<file path="config.mk">
export PLATFORM = sky130hd
export DESIGN_NAME = x7seg_scan
export DESIGN_NICKNAME = d
export VERILOG_FILES = /design/src/rtl/x7seg_pkg.sv /design/src/rtl/x7seg_prescaler.sv /design/src/rtl/x7seg_scan.sv
export SDC_FILE = /design/constraint.sdc
export NUM_CORES = 1
export LEC_CHECK = 0
export CORE_MARGIN = 2
export CORE_UTILIZATION = 51
export CTS_BUF_LIST = sky130_fd_sc_hd__clkbuf_8
export DETAILED_ROUTE_END_ITERATION = 16
export PLACE_DENSITY = 0.84
export SETUP_SLACK_MARGIN = 0.15
export SYNTH_ARGS = -nofsm -noshare
export SYNTH_HDL_FRONTEND = slang
export SYNTH_HIERARCHICAL = 1
export SYNTH_SLANG_ARGS = --single-unit
</file>
<file path="constraint.sdc">
create_clock -name cclk -period 2.1 [get_ports cclk]
set_input_delay 0.525 -clock cclk [delete_from_list [all_inputs] [get_ports cclk]]
set_output_delay 0.525 -clock cclk [all_outputs]
set_load 0.02 [all_outputs]
</file>
<file path="src/rtl/x7seg_pkg.sv">
// x7seg_pkg: shared segment font and helpers for the seven-segment scanner.
// Segment order is {a,b,c,d,e,f,g}, active-low (0 lights the segment).
package x7seg_pkg;

  localparam logic [6:0] SEG_OFF = 7'b1111111;

  // Entry n is the glyph for hex digit n (0..F).
  localparam logic [15:0][6:0] SEG_FONT = {
    7'b0111000,  // F
    7'b0110000,  // E
    7'b1000010,  // d
    7'b0110001,  // C
    7'b1100000,  // b
    7'b0001000,  // A
    7'b0000100,  // 9
    7'b0000000,  // 8
    7'b0001111,  // 7
    7'b0100000,  // 6
    7'b0100100,  // 5
    7'b1001100,  // 4
    7'b0000110,  // 3
    7'b0010010,  // 2
    7'b1001111,  // 1
    7'b0000001   // 0
  };

  function automatic logic [6:0] hex_to_seg(input logic [3:0] nib);
    return SEG_FONT[nib];
  endfunction

endpackage

</file>
<file path="src/rtl/x7seg_prescaler.sv">
// x7seg_prescaler: free-running divider, tick is high for one cycle every DIV
// cycles (when the count sits at DIV-1). Shared with other timers.
module x7seg_prescaler #(
  parameter int DIV = 50000
) (
  input  logic cclk,
  input  logic clr,
  output logic tick
);

  localparam int PW = (DIV > 1) ? $clog2(DIV) : 1;

  logic [PW-1:0] cnt;

  assign tick = (cnt == PW'(DIV - 1));

  // Count 0..DIV-1 and wrap.
  always_ff @(posedge cclk or posedge clr) begin
    if (clr)       cnt <= '0;
    else if (tick) cnt <= '0;
    else           cnt <= cnt + PW'(1);
  end

endmodule

</file>
<file path="src/rtl/x7seg_scan.sv">
// x7seg_scan: multiplexed N-digit hex driver for common-anode displays.
// The display value is snapshotted once per frame (after the last digit slot)
// so a scan never mixes two values. Outputs are registered and trail idx by
// one cycle. Optional blinking is built when X7SEG_BLINK_EN is defined.
module x7seg_scan
  import x7seg_pkg::*;
#(
  parameter int DIGITS      = 4,
  parameter int DIV         = 50000,
  parameter bit LZB_DEFAULT = 1'b1
`ifdef X7SEG_BLINK_EN
  ,
  parameter int BLINK_FRAMES = 32
`endif
) (
  input  logic                  cclk,
  input  logic                  clr,
  input  logic [4*DIGITS-1:0]   value,
  input  logic [DIGITS-1:0]     dp_in,
  input  logic                  lzb_set,
  input  logic                  lzb_val,
`ifdef X7SEG_BLINK_EN
  input  logic [DIGITS-1:0]     blink_mask,
`endif
  output logic [6:0]            a_to_g,
  output logic [DIGITS-1:0]     an,
  output logic                  dp,
  output logic                  frame
);

  localparam int IW = (DIGITS > 1) ? $clog2(DIGITS) : 1;

  logic                tick;
  logic [IW-1:0]       idx;
  logic                last;
  logic                wrap;
  logic [4*DIGITS-1:0] snap_val;
  logic [DIGITS-1:0]   snap_dp;
  logic                lzb;
  logic [DIGITS-1:0]   zero_up;   // nibbles i..DIGITS-1 of the snapshot are all zero
  logic [DIGITS-1:0]   blank;     // digit i renders dark this frame
  logic [3:0]          nib;

  x7seg_prescaler #(.DIV(DIV)) u_pre (
    .cclk (cclk),
    .clr  (clr),
    .tick (tick)
  );

  assign last = (idx == IW'(DIGITS - 1));
  assign wrap = tick & last;
  assign nib  = snap_val[idx*4 +: 4];

`ifdef X7SEG_BLINK_EN
  localparam int BW = (BLINK_FRAMES > 1) ? $clog2(BLINK_FRAMES) : 1;

  logic [BW-1:0]     fcnt;
  logic              phase;
  logic [DIGITS-1:0] snap_mask;

  // Count frame wraps; flip the blink phase every BLINK_FRAMES of them.
  always_ff @(posedge cclk or posedge clr) begin
    if (clr) begin
      fcnt      <= '0;
      phase     <= 1'b0;
      snap_mask <= '0;
    end else if (wrap) begin
      snap_mask <= blink_mask;
      if (fcnt == BW'(BLINK_FRAMES - 1)) begin
        fcnt  <= '0;
        phase <= ~phase;
      end else begin
        fcnt  <= fcnt + BW'(1);
      end
    end
  end
`endif

  // Digit slot index advances on each prescaler tick.
  always_ff @(posedge cclk or posedge clr) begin
    if (clr)       idx <= '0;
    else if (tick) idx <= last ? '0 : idx + IW'(1);
  end

  // Frame snapshot: value and decimal points latch only at the frame wrap.
  always_ff @(posedge cclk or posedge clr) begin
    if (clr) begin
      snap_val <= '0;
      snap_dp  <= '0;
    end else if (wrap) begin
      snap_val <= value;
      snap_dp  <= dp_in;
    end
  end

  // Blanking enable; a set pulse is visible on the very next output update.
  always_ff @(posedge cclk or posedge clr) begin
    if (clr)          lzb <= LZB_DEFAULT;
    else if (lzb_set) lzb <= lzb_val;
  end

  // Per-digit blanking: leading zeros (never digit 0), plus blink if built.
  always_comb begin
    logic acc;
    acc     = 1'b1;
    zero_up = '0;
    blank   = '0;
    for (int i = DIGITS - 1; i >= 0; i--) begin
      acc        = acc && (snap_val[4*i +: 4] == 4'h0);
      zero_up[i] = acc;
      blank[i]   = lzb && (i != 0) && zero_up[i];
`ifdef X7SEG_BLINK_EN
      blank[i]   = blank[i] || (phase && snap_mask[i]);
`endif
    end
  end

  // Registered pin drive for the current slot and the frame pulse.
  always_ff @(posedge cclk or posedge clr) begin
    if (clr) begin
      an     <= '1;
      a_to_g <= SEG_OFF;
      dp     <= 1'b1;
      frame  <= 1'b0;
    end else begin
      frame <= wrap;
      if (blank[idx]) begin
        an     <= '1;
        a_to_g <= SEG_OFF;
        dp     <= 1'b1;
      end else begin
        an     <= ~(DIGITS'(1) << idx);
        a_to_g <= hex_to_seg(nib);
        dp     <= ~snap_dp[idx];
      end
    end
  end

endmodule

</file>
Word-level counts from Yosys, hierarchy flattened:

Memories as Yosys holds them, arrays and structs flattened.
Cells that the tools add are included.

* bits in registers: 52
* bits in read-only memories: 112
* bits of input ports: 24
* logic and storage cells: 39
* memories kept: 1

Memory list
* (no name shown): depth 16, width 7, rd ports 1, clocked after memory_dff 0, write ports 0, RTL line x7seg_pkg.sv:28 `return SEG_FONT[nib];`

* add/subtract/negate cells: 2
* order comparisons: 2
* eq/ne operators: 2
* shift-type cells: 2
* mux-type cells: 10
* bitwise logic cells: 3
* reductions and logical operators: 8

Operators by type and width (number)
* 16-bit by 1-bit adder with 16-bit output (second input constant): 1
* 16-bit equality test (second input constant): 1
* 16-bit 2-to-1 mux: 1
* 16-bit by 5-bit variable part select with 4-bit output: 1
* 7-bit 2-to-1 mux: 2
* 4-bit zero test: 3
* 1-bit logical AND: 5
* 4-bit by 5-bit less-than comparator with 1-bit output (second input constant): 1
* 1-bit binary-select mux with 2-bit select: 2
* 4-bit 2-to-1 mux: 1
* 4-bit NOT: 1
* 1-bit by 2-bit left shift with 4-bit output (first input constant): 1
* 2-bit by 3-bit less-than comparator with 1-bit output (second input constant): 1
* 1-bit 2-to-1 mux: 3
* 2-bit by 1-bit adder with 2-bit output (second input constant): 1
* 2-bit equality test (second input constant): 1
* 2-bit 2-to-1 mux: 1
* 1-bit bitwise AND: 1
* 1-bit NOT: 1

Depth between registers and ports, before layout:

* depth in word-level cells: 7
* depth in mapped cells: 8
* mapped depth without buffers: 7

By module:

The synthesis kept the hierarchy.

Modules (own cells, without submodules)
* x7seg_scan: instances 1, cells each 138, area an instance 1804.2 um^2, seq. area each 917.1 um^2
* x7seg_prescaler: instances 1, cells each 68, area an instance 757.0 um^2, seq. area each 400.4 um^2

Least setup slack after synthesis:

Ideal clock, no wire load.

* path type: register -> register
* from: reg u_pre.cnt[4]
* to: reg snap_dp[0]
* library setup time: 0.125 ns
* arrival time: 2.149 ns
* required time: 1.975 ns
* setup slack: -0.174 ns
* cell stages (with the launch flop): 6
* path buffers: 1
* cells stage by stage: dfrtp_1 > or4b_4 > nor4_4 > nand2_1 > clkbuf_1 > mux2_2

* cells in the longest elaborated chain, start to end: 2

RTL lines
* start: declaration: RTL line x7seg_prescaler.sv:13 `logic [PW-1:0] cnt;`
* start signal: assignment: RTL line x7seg_prescaler.sv:21 `else cnt <= cnt + PW'(1);`
* 16-bit equality test: RTL line x7seg_prescaler.sv:15 `assign tick = (cnt == PW'(DIV - 1));`
* named net tick: RTL line x7seg_scan.sv:33 `logic tick;`
* 1-bit bitwise AND: RTL line x7seg_scan.sv:51 `assign wrap = tick & last;`
* end signal: assignment: RTL line x7seg_scan.sv:92 `snap_dp <= dp_in;`
* end: declaration: RTL line x7seg_scan.sv:38 `logic [DIGITS-1:0] snap_dp;`

The timed path passes the listed nets, and every way through them passes these cells.
A chain may end at the register's enable or synchronous reset.

Worst setup path after layout:

* from: reg idx[1]
* to: reg a_to_g[6]

* cells in the longest elaborated chain, start to end: 4

RTL lines
* start: declaration: RTL line x7seg_scan.sv:34 `logic [IW-1:0] idx;`
* start signal: assignment: RTL line x7seg_scan.sv:82 `else if (tick) idx <= last ? '0 : idx + IW'(1);`
* 16-bit by 5-bit variable part select with 4-bit output: RTL line x7seg_scan.sv:52 `assign nib = snap_val[idx*4 +: 4];`
* memory 16 x 7 bit
* 7-bit 2-to-1 mux (not written as such): RTL line x7seg_pkg.sv:28
* 7-bit 2-to-1 mux *: RTL line x7seg_scan.sv:127 `if (blank[idx]) begin`
* end signal: assignment: RTL line x7seg_scan.sv:133 `a_to_g <= hex_to_seg(nib);`
* end: declaration: RTL line x7seg_scan.sv:25 `output logic [6:0] a_to_g,`

Every way passes the cells marked *; elsewhere a longest branch is shown, timed or not. The select of a mux whose other input is x is not followed.

==> metrics.yaml <==
fin_crit_ns: 1.92
cp-end-kind: "register"
vias: 1760
grtUsageMet3: 0.0415
vias_per_cell: 5.32
layout_common_cells: "dfrtp_1, clkdlybuf4s50_1, mux2_2, nand2_1, buf_4"
core-area_sq_um: 4790
ys.flop_type: "dfrtp_1"
rsz0062_at_grt: "yes"
syn-cell-area_sq_um: 2560
cp.arrival_ns: 2.14
startpoint_type: "register"
hpwl_um: 3390
hp-class: "reg -> reg"
clk_latency_ns: 0.30
fin_cells: 331
numCtsBuffers: 5
htreeDepth: 2
r2r_cells: 6
grt_antenna_before_repair: 0
status: "complete, no violations"
synth_edf_count: 0
nets: 298
finalHoldViolCount: 0
finClkSkew_ns: 0.00650
wirelength_um: 4940
port_buffers: 36
yosysUniqueCellTypes: 45
cts_tree: "done"
p_leak_nw: 1.50
die_y_um: 74.9
grt.met1_usage: 0.269
clk_path_buf_depth: 2
whs_ns: 0.508
final.setup.worst_slack_ns: 0.182
synth_area_per_cell_sq_um: 12.4
worstSetupPathType: "reg -> reg"
path_cells: "mux4_2 > ha_1 > nor3_1 > a311oi_1 > a21oi_1 > o21ai_1"
cap_violations: 0
grt_overflow_total: 0
wire_per_inst_um: 14.9
use_met2: 0.310
period_share: 0.913
dpl_worst_slack_ns: 0.0562
area_growth_pct: 28.0
cp_max_fo: 5
syn_inst: 206
worst_pin_slew_ns: 0.612
setup_viol: 0
drt_first_pass_iters: 4
ys_warn_count: 6
busiest_layer: "met2"
initial_utilization: 0.535
irDropWorstVdd_uv: 533
routabilityCongestion: 0.863
maxSlewHeadroom: 0.592
io_pins: 37
placedCellCount: 316
drv_slew: 0
crit_path_max_incr_delay_ns: 0.58
async_flop_share: 1.00
diodes: 0
min_path_cells: 1
fin_util: 0.685
clk_pin_slew_worst_paths_ns: 0.09
cts_root_buffer: "clkbuf_8"
grt_pass1_vias: 1736
ys_seq_area_frac: 0.514
drive_gt1_frac: 0.311
die_area_sq_um: 5600
grt_util_all_layers: 0.195
drtIter0Drc: 109
grt_max_degree: 37
layout_commonest_cell: "dfrtp_1"
num_rows: 25
die_x_um: 74.9
detail-route-antenna-nets: 0
ys_seq_elements: 52
drc: 0
syn-num-nets: 241
pwr_density_cell_nw_per_um2: 562
clkSinkCount: 52
clock.fmax_mhz: 521
grt_first_pass_wirelength_um: 8180
cp_slowest_cell: "mux4_2"
fill_cells: 336
worstPathRequired_ns: 2.32
fin_setup_tns_ns: 0
==> cell families after synthesis <==
group / Yosys count / synth area share
AND/OR/NAND/NOR: 62 / 0.135
flip-flops: 52 / 0.514
buffers and inverters: 14 / 0.0249
multiplexers: 34 / 0.171
adder cells (fa/ha/maj): 11 / 0.0537
XOR/XNOR: 14 / 0.0479
AO/OA/AOI/OAI: 19 / 0.0528
==> path summary, 6_finish.rpt <==
kind	from	endpoint	slack (ns)
min in group asynchronous	clr	u_pre/cnt[0]	0.63
setup reg to reg	idx[1]	a_to_g[6]	0.18
hold reg to reg	u_pre/cnt[7]	u_pre/cnt[7]	0.51
max in group asynchronous	clr	u_pre/cnt[3]	1.08
hold / removal	u_pre/cnt[7]	u_pre/cnt[7]	0.51
setup / recovery	idx[1]	a_to_g[6]	0.18
==> timing repair <==
action	4_1_cts	5_1_grt
resized for setup	4	20
pin swaps	1	0
endpoints found under the setup margin	27	36
hold buffers	0	0
buffers inserted	3	4
==> registers in the layout, indices dropped and copies added, names as in the netlist <==
register   flops
lzb            1
snap_val      16
an             4
dp             1
u_pre/cnt     16
idx            2
frame          1
a_to_g         7
snap_dp        4
==> through the flow <==
step,area (sq um),power (mW)
final,3280,1.84
after global routing,3280,1.93
after CTS,3190,1.86
after detailed placement,3070,1.29
after global placement,3070,1.28
after floorplan,2560,1.19
==> synth_stat cells, types with 4 or more instances <==
cell type / number / area [sq um]
xnor2_1: 6 / 52.6
nor2_1: 13 / 48.8
nand2_1: 18 / 67.6
ha_1: 11 / 138
mux2_2: 22 / 248
nand4_1: 6 / 37.5
xor2_1: 8 / 70.1
dfrtp_1: 39 / 976
o21ai_0: 5 / 25.0
a21oi_1: 5 / 25.0
inv_1: 10 / 37.5
nand3_1: 4 / 20.0
dfstp_2: 13 / 342
nor4_1: 5 / 31.3
mux2i_1: 5 / 50.1
==> routing by layer <==
layer  up-vias  routed length (um)
met1       879                2210
li1        838                   -
met3         5                 173
met4         0                  55
met2        38                2500
met5         -                   0
==> layout make-up <==
type / instances / area [sq um] / share of cell area
clock buffer: 6 / 82.6 / 0.0252
clock inverter: 2 / 10.0 / 0.00305
inverter: 10 / 37.5 / 0.0115
multi-input combinational: 140 / 1210 / 0.371
sequential: 52 / 1320 / 0.402
tap: 67 / 83.8 / 0.0256
timing repair buffer: 54 / 531 / 0.162
==> power breakdown <==
part | leakage, nW | switching, mW | total (mW) | internal (mW)
sequential | 0.619 | 0.0203 | 1.07 | 1.05
combinational | 0.826 | 0.0938 | 0.207 | 0.113
clock | 0.0510 | 0.305 | 0.568 | 0.263
==> critical path: cells and delay by family, from the launching register on <==
kind | cells | cell delay, ns
adder cells (fa/ha/maj) | 1 | 0.28
flip-flops | 1 | 0.43
AO/OA/AOI/OAI | 3 | 0.30
AND/OR/NAND/NOR | 1 | 0.25
multiplexers | 1 | 0.58
(Power assumes the default switching activity.)
